--- config.mk ---
export PLATFORM = sky130hd
export DESIGN_NAME = spi_flash_arbiter
export DESIGN_NICKNAME = d
export VERILOG_FILES = /design/src/rtl/spi_flash_arbiter.sv
export SDC_FILE = /design/constraint.sdc
export NUM_CORES = 1
export LEC_CHECK = 0
export CAP_MARGIN = 5
export CORE_MARGIN = 4
export CORE_UTILIZATION = 30
export CTS_BUF_LIST = sky130_fd_sc_hd__clkbuf_4 sky130_fd_sc_hd__clkbuf_8 sky130_fd_sc_hd__clkbuf_16
export CTS_CLUSTER_SIZE = 12
export DETAILED_ROUTE_END_ITERATION = 6
export PLACE_DENSITY = 0.47
export SYNTH_ARGS = -nofsm -noshare
export SYNTH_HDL_FRONTEND = slang
export SYNTH_SLANG_ARGS = --single-unit
--- constraint.sdc ---
create_clock -name sysclk -period 4 [get_ports sysclk]
set_clock_uncertainty 0.1 [all_clocks]
set_input_delay 0.4 -clock sysclk [delete_from_list [all_inputs] [get_ports sysclk]]
set_output_delay 0.4 -clock sysclk [all_outputs]
set_load 0.05 [all_outputs]
--- src/rtl/spi_flash_arbiter.sv ---
// spi_flash_arbiter: shares one boot SPI flash between the DSP and CPU masters.
// Define SPI_FLASH_ARB_RR_EN for round-robin tie-break; default is DSP priority.
module spi_flash_arbiter #(
  parameter int unsigned GUARD_CYCLES = 4,
  parameter logic [15:0] MAX_HOLD     = 16'd50000
) (
  input  logic sysclk,
  input  logic reset_INV,
  input  logic dsp_req,
  input  logic cpu_req,
  output logic dsp_gnt,
  output logic cpu_gnt,
  input  logic dsp_spi_clk,
  input  logic dsp_spi_mosi,
  input  logic dsp_spi_cs_INV,
  output logic dsp_spi_miso,
  input  logic cpu_spi_clk,
  input  logic cpu_spi_mosi,
  input  logic cpu_spi_cs_INV,
  output logic cpu_spi_miso,
  output logic flash_clk,
  output logic flash_mosi,
  output logic flash_cs_INV,
  input  logic flash_miso,
  output logic hold_timeout
);

  typedef enum logic [1:0] {
    IDLE,
    OWN_DSP,
    OWN_CPU,
    GUARD
  } state_e;

  localparam logic [3:0] GUARD_LOAD = 4'(GUARD_CYCLES - 1);

  logic [1:0] dsp_req_q;
  logic [1:0] cpu_req_q;
  logic [1:0] dsp_cs_q;
  logic [1:0] cpu_cs_q;

  state_e      state_q, state_d;
  logic [3:0]  guard_q, guard_d;
  logic [15:0] hold_q, hold_d;
  logic        timeout_q, timeout_d;
  logic        dsp_gnt_q, cpu_gnt_q;

  logic dsp_req_s, cpu_req_s;
  logic dsp_cs_s, cpu_cs_s;
  logic own_dsp, own_req, oth_req, own_cs;
  logic hold_exp, dsp_win;

  assign dsp_req_s = dsp_req_q[1];
  assign cpu_req_s = cpu_req_q[1];
  assign dsp_cs_s  = dsp_cs_q[1];
  assign cpu_cs_s  = cpu_cs_q[1];

  // Two-stage synchronizers for the asynchronous request and chip-select levels
  always_ff @(posedge sysclk or negedge reset_INV) begin
    if (!reset_INV) begin
      dsp_req_q <= 2'b00;
      cpu_req_q <= 2'b00;
      dsp_cs_q  <= 2'b11;
      cpu_cs_q  <= 2'b11;
    end else begin
      dsp_req_q <= {dsp_req_q[0], dsp_req};
      cpu_req_q <= {cpu_req_q[0], cpu_req};
      dsp_cs_q  <= {dsp_cs_q[0], dsp_spi_cs_INV};
      cpu_cs_q  <= {cpu_cs_q[0], cpu_spi_cs_INV};
    end
  end

`ifdef SPI_FLASH_ARB_RR_EN
  logic last_cpu_q;

  // Remember who owned last so a tie goes to the other side
  always_ff @(posedge sysclk or negedge reset_INV) begin
    if (!reset_INV) begin
      last_cpu_q <= 1'b1;
    end else if (state_q == IDLE && state_d != IDLE) begin
      last_cpu_q <= (state_d == OWN_CPU);
    end
  end

  assign dsp_win = dsp_req_s && (!cpu_req_s || last_cpu_q);
`else
  assign dsp_win = dsp_req_s;
`endif

  assign own_dsp  = (state_q == OWN_DSP);
  assign own_req  = own_dsp ? dsp_req_s : cpu_req_s;
  assign oth_req  = own_dsp ? cpu_req_s : dsp_req_s;
  assign own_cs   = own_dsp ? dsp_cs_s : cpu_cs_s;
  assign hold_exp = (MAX_HOLD != 16'd0) && (hold_q >= MAX_HOLD);

  // State, grant, counter and timeout-pulse registers
  always_ff @(posedge sysclk or negedge reset_INV) begin
    if (!reset_INV) begin
      state_q   <= IDLE;
      guard_q   <= 4'd0;
      hold_q    <= 16'd0;
      timeout_q <= 1'b0;
      dsp_gnt_q <= 1'b0;
      cpu_gnt_q <= 1'b0;
    end else begin
      state_q   <= state_d;
      guard_q   <= guard_d;
      hold_q    <= hold_d;
      timeout_q <= timeout_d;
      dsp_gnt_q <= (state_d == OWN_DSP);
      cpu_gnt_q <= (state_d == OWN_CPU);
    end
  end

  // Ownership only changes while the owner's CS is high
  always_comb begin
    state_d   = state_q;
    guard_d   = guard_q;
    hold_d    = hold_q;
    timeout_d = 1'b0;
    unique case (state_q)
      IDLE: begin
        if (dsp_req_s || cpu_req_s) begin
          state_d = dsp_win ? OWN_DSP : OWN_CPU;
          hold_d  = 16'd0;
        end
      end
      OWN_DSP, OWN_CPU: begin
        if (hold_q != 16'hFFFF) begin
          hold_d = hold_q + 16'd1;
        end
        if (own_cs) begin
          if (!own_req) begin
            state_d = GUARD;
            guard_d = GUARD_LOAD;
          end else if (hold_exp && oth_req) begin
            state_d   = GUARD;
            guard_d   = GUARD_LOAD;
            timeout_d = 1'b1;
          end
        end
      end
      GUARD: begin
        if (guard_q == 4'd0) begin
          state_d = IDLE;
        end else begin
          guard_d = guard_q - 4'd1;
        end
      end
      default: state_d = IDLE;
    endcase
  end

  assign dsp_gnt      = dsp_gnt_q;
  assign cpu_gnt      = cpu_gnt_q;
  assign hold_timeout = timeout_q;

  assign flash_clk  = (dsp_gnt_q & dsp_spi_clk)
                    | (cpu_gnt_q & cpu_spi_clk);
  assign flash_mosi = (dsp_gnt_q & dsp_spi_mosi)
                    | (cpu_gnt_q & cpu_spi_mosi);
  assign flash_cs_INV = dsp_gnt_q ? dsp_spi_cs_INV :
                        cpu_gnt_q ? cpu_spi_cs_INV : 1'b1;

  assign dsp_spi_miso = dsp_gnt_q & flash_miso;
  assign cpu_spi_miso = cpu_gnt_q & flash_miso;

endmodule
==> metrics.csv, run 1 <==
metric,value,unit
synthesized area,1820,sq um
number of clock sinks,33,
Post-synth EDFFs,0,
Die X,85.8,microns
ANT nets after route,0,
total track usage,0.112,
largest net degree at the start of global routing,34,
syn_area_per_cell,9.47,sq um
Power Total,1.46,mW
fill count,618,
vias in the first global route,1410,
final WL,3850,microns
Final Cycle Share,0.682,
max-cap violations,0,
VDD IR max,0.000304,V
register area share after synthesis,0.457,
data arrival time of the critical path,2.80,ns
xor/xnor share of the synthesized area,0.0241,
number of distinct library cells after synthesis,47,
fraction of layout cells with a size suffix above 1,0.116,
mux contribution to synthesized area,0.0289,
initial antenna violation count,0,
critical path required time,4.07,ns
metal3 WL,181,microns
Main synth FF type,dfrtp_1,
cell row count,28,
Die Area,7370,sq um
Yosys warning total,0,
post-cts resize count,0,
Cells after Synth,192,
Power Density,663,nW/um^2
Slew headroom,0.400,
Tightest Pin Transition,0.893,ns
total gr overflow,0,
Crit Path Class,flip-flop to flip-flop,
starting density of the core,0.309,
Vias,1441,
Nets,233,
count of buffers from port buffering,18,
most frequent cells in the layout,"29 x dfrtp_1, 18 x clkdlybuf4s50_1, 17 x o21ai_0, 16 x nor2_1",
Final Setup Violations,0,
post-DR wirelength/cell,13.2,microns
DP Wirelength,2640,microns
largest family of logic cells by synthesized area,simple AND/OR/NAND/NOR gates,
First-pass DRT Iterations,4,
GP Congestion,0.772,
Tmin final,2.73,ns
Worst-Skew Late Latency,0.28,ns
Top-Level Pins,19,
Die H,85.8,microns
post-synthesis simple-gate area fraction,0.207,
Max Slew Vio Count,0,
Yosys reg bits,33,
clock tree from TritonCTS,done,
DRT met1 WL,1960,microns
RSZ-0062 raised after global routing,false,
HP Class,flip-flop to flip-flop,
"most common cell after layout, fill and taps aside",dfrtp_1,
WL met2,1610,microns
DRC violations left,0,
Area Overhead vs Synth,21.3,%
Fmax,367,MHz
highest metal used,met4,
status,finished clean,
"CTS clk-pin slew, worst paths",0.07,ns
Syn Nets,210,
maximum clock insertion buffer count,2,
CTS root buf,clkbuf_8,
Post-CTS Setup Bufs,0,
first-pass GRT wire length,6530,microns
core area,5890,sq um
Initial DRC Count,77,
H-tree depth,2,
DR vias/cell,4.95,
TNS Setup,0,ns
number of diodes,0,
CTS Hold Buffers Added,0,
final hold viol count,0,
Static Leak,0.912,nW
crit start category,flip-flop,
Num CTS Buffers,5,
compound-cell area share of the yosys netlist,0.204,
CP Capture Type,flip-flop,
fraction of registers with async set/reset,1.00,
CP max FO,19,
Synth Area in Adders,0.0482,
## report_power, final
part	total, mW	internal [mW]	switching, mW
logic	0.681	0.247	0.434
clock network	0.340	0.210	0.130
registers	0.443	0.386	0.0568
## layout make-up
type / instances / area [sq um] / share of cell area
Timing Repair Buffer: 19 / 188 / 0.0851
Inverter: 11 / 41.3 / 0.0187
Sequential cell: 33 / 831 / 0.377
Tap cell: 75 / 93.8 / 0.0425
Clock inverter: 1 / 30.0 / 0.0136
Multi-Input combinational cell: 145 / 932 / 0.423
Clock buffer: 7 / 90.1 / 0.0408
## sequential cells by signal, summed over array words and instances, names as in the netlist
signal / count
dsp_gnt: 1
hold_timeout: 1
dsp_req_q: 2
cpu_cs_q: 2
cpu_gnt: 1
state_q: 2
hold_q: 16
guard_q: 4
dsp_cs_q: 2
cpu_req_q: 2
## cell usage after synthesis, drive strengths merged, types with 2 or more instances
master,count,share of area
dfrtp,29,0.40
xor2,3,0.014
mux2,2,0.012
dfstp,4,0.058
buf,2,0.0055
or2,2,0.0069
nand4,5,0.017
nand2,13,0.027
a22o,2,0.0096
o31ai,4,0.019
a211o,2,0.010
a21o,2,0.0083
o211ai,3,0.012
nor2,16,0.033
ha,7,0.048
nand2b,4,0.014
and2,3,0.010
xnor2,2,0.0096
nor3b,4,0.017
nand3,7,0.019
or3,4,0.014
o21ai,19,0.058
and3,3,0.011
nor3,8,0.022
mux2i,3,0.017
inv,11,0.023
a21oi,14,0.041
## worst max-delay path, stage by stage, from the launching register on
cell,delay (ns)
dfrtp_1,0.39
inv_1,0.09
ha_1,0.68
nand4_1,0.39
o31ai_2,0.62
or2_2,0.27
o21ai_0,0.09
## stage by stage
step | instances | area (sq um) | setup WS, ns | hold slack [ns] | utilization
after floorplan | 192 | 1820 | 1.83 | 0.00441 | -
after global placement | 283 | 2090 | 1.36 | 0.234 | 0.354
final | 291 | 2210 | 1.27 | 0.251 | 0.375
after detailed placement | 283 | 2090 | 1.25 | 0.236 | 0.354
after CTS | 291 | 2210 | 1.24 | 0.253 | 0.375
after global routing | 291 | 2210 | 1.04 | 0.260 | 0.375
## path summary, 6_finish.rpt
check	slack, ns	cells after the start	startpoint	end
max reg2reg	1.27	6	state_q[1]	hold_q[2]
max	1.27	6	state_q[1]	hold_q[2]
max in group asynchronous	3.04	2	reset_INV	dsp_cs_q[1]
min in group asynchronous	0.40	2	reset_INV	hold_q[2]
min	0.25	0	dsp_req_q[0]	dsp_req_q[1]
min reg2reg	0.25	0	dsp_req_q[0]	dsp_req_q[1]
## per-layer routing
metal	track usage	vias to the layer above
li1	-	739
met1	0.145	661
met2	0.172	34
met3	0.0355	7
met4	0.0489	0
met5	0	-
## logic make-up (layout without fill, tap and decap cells)
logic type,after synthesis,in the layout
compound gates,55,55
xor+xnor,5,5
fa+ha+maj,7,7
buf+inv,14,38
flops,33,33
mux,5,5
simple gates,73,73
(Power assumes the default switching activity.)
==> run 2, diff against run 1 <==
PLACE_DENSITY = 0.48   (was 0.47)
clock period = 2.49 ns   (was 4 ns; I/O delays follow)
==> metrics.csv, run 2 (synthesized netlist as in run 1, its figures left out) <==
metric,value,unit
status,finished clean,
largest registers,"hold_q x16, guard_q x4",
TNS Setup,0,ns
core area,5890,sq um
Top-Level Pins,19,
Vias,1451,
Post-DP Area,2120,sq um
Crit Path Class,flip-flop to flip-flop,
CP max stage delay,0.42,ns
CP Capture Type,flip-flop,
critical-path cell list,inv_1 > ha_1 > mux2_2 > o2111a_2 > o21ai_4 > mux2i_1 > a221oi_2,
cell row count,28,
max-cap violations,0,
ANT nets after route,0,
First-pass DRT Iterations,4,
CP max FO,8,
Max Slew Vio Count,0,
Worst-Skew Late Latency,0.28,ns
total gr overflow,0,
fill count,602,
VDD IR max,0.000473,V
final WL,3920,microns
count of buffers from port buffering,18,
GP Congestion,0.806,
CTS root buf,clkbuf_8,
Die Area,7370,sq um
Slew headroom,0.597,
CTS Hold Buffers Added,0,
critical path required time,2.59,ns
number of flip-flops in the largest register,16,
post-route cell area,2240,sq um
maximum clock insertion buffer count,2,
"most common cell after layout, fill and taps aside",dfrtp_1,
Final Cycle Share,0.887,
Biggest register,hold_q,
largest net degree at the start of global routing,34,
Tmin final,2.21,ns
"CTS clk-pin slew, worst paths",0.07,ns
DP Wirelength,2880,microns
data arrival time of the critical path,2.30,ns
H-tree depth,2,
number of diodes,0,
number of clock sinks,33,
Initial DRC Count,38,
DR vias/cell,4.90,
Die H,85.8,microns
placed cells,288,
crit start category,flip-flop,
starting density of the core,0.309,
Tightest Pin Transition,0.599,ns
final hold viol count,0,
first-pass GRT wire length,6860,microns
sequential cell area,831,sq um
most frequent cells in the layout,"29 x dfrtp_1, 18 x clkdlybuf4s50_1, 17 x o21ai_0, 16 x nor2_1",
Num CTS Buffers,5,
Area Overhead vs Synth,23.4,%
RSZ-0062 raised after global routing,false,
total track usage,0.115,
fin cells,296,
multi-input combinational cell area,932,sq um
Nets,238,
post-cts resize count,0,
Fmax,453,MHz
CP max-delay cell,dfrtp_1,
initial antenna violation count,0,
post-DR wirelength/cell,13.3,microns
DRC violations left,0,
Power Total,2.43,mW
Power Density,1080,nW/um^2
Post-CTS Setup Bufs,0,
clock tree from TritonCTS,done,
final core occ,0.381,
vias in the first global route,1409,
fraction of layout cells with a size suffix above 1,0.136,
Final Setup Violations,0,
Die X,85.8,microns
HP Class,flip-flop to flip-flop,
Static Leak,0.932,nW
r2r setup slk,0.28,ns
## run 2: cell types whose count changed in the layout (fill, tap and decap cells not counted), sizes merged
cell and change:
buf +5, clkbuf -1, clkinvlp +1
## run 2: routing by layer
layer  GRT usage  vias to the layer above  share of wire
met1       0.156                      688           0.49
met4      0.0432                        0          0.012
met5           0                        -              0
li1            -                      747              -
met3      0.0269                        4          0.026
met2       0.179                       12           0.47
## run 2: worst paths after layout
kind / from / to / cells past startpoint
worst min-delay path: cpu_req_q[0] / cpu_req_q[1] / 0
max in group asynchronous: reset_INV / dsp_cs_q[1] / 2
worst min register to register: cpu_req_q[0] / cpu_req_q[1] / 0
worst max register to register: state_q[1] / guard_q[3] / 7
min in group asynchronous: reset_INV / guard_q[2] / 2
worst max-delay path: state_q[1] / guard_q[3] / 7
## run 2: final cells by class
class,instances,area share
Clock buffer,6,0.0368
Clock inverter,2,0.0167
Inverter,11,0.0184
Multi-Input combinational cell,145,0.416
Sequential cell,33,0.370
Tap cell,75,0.0418
Timing Repair Buffer,24,0.100
## run 2: metrics by stage
step                      setup WS (ns)  hold slack, ns
final                             0.282           0.249
after global routing              0.120           0.258
after CTS                         0.276           0.253
after detailed placement          0.292           0.235
after global placement            0.348           0.234
after floorplan                   0.319          -0.147
## run 2: power by group
part           internal (mW)  switching, mW  leakage, nW
combinational          0.472          0.718        0.453
clock                  0.325          0.204       0.0574
sequential             0.620         0.0908        0.422
## run 2: worst max-delay path: cells and delay by family, from the launching register on
kind	cells	cell delay, ns
flip-flops	1	0.42
adder cells (fa/ha/maj)	1	0.28
multiplexers	2	0.49
AO/OA/AOI/OAI	3	0.72
buffers and inverters	1	0.11
==> run 3, diff against run 2 <==
HOLD_SLACK_MARGIN = 0.1   (was default)
TNS_END_PERCENT = 20   (was default)
==> results of run 3 <==
Final layout, timing and power as in run 2 (identical DEF).
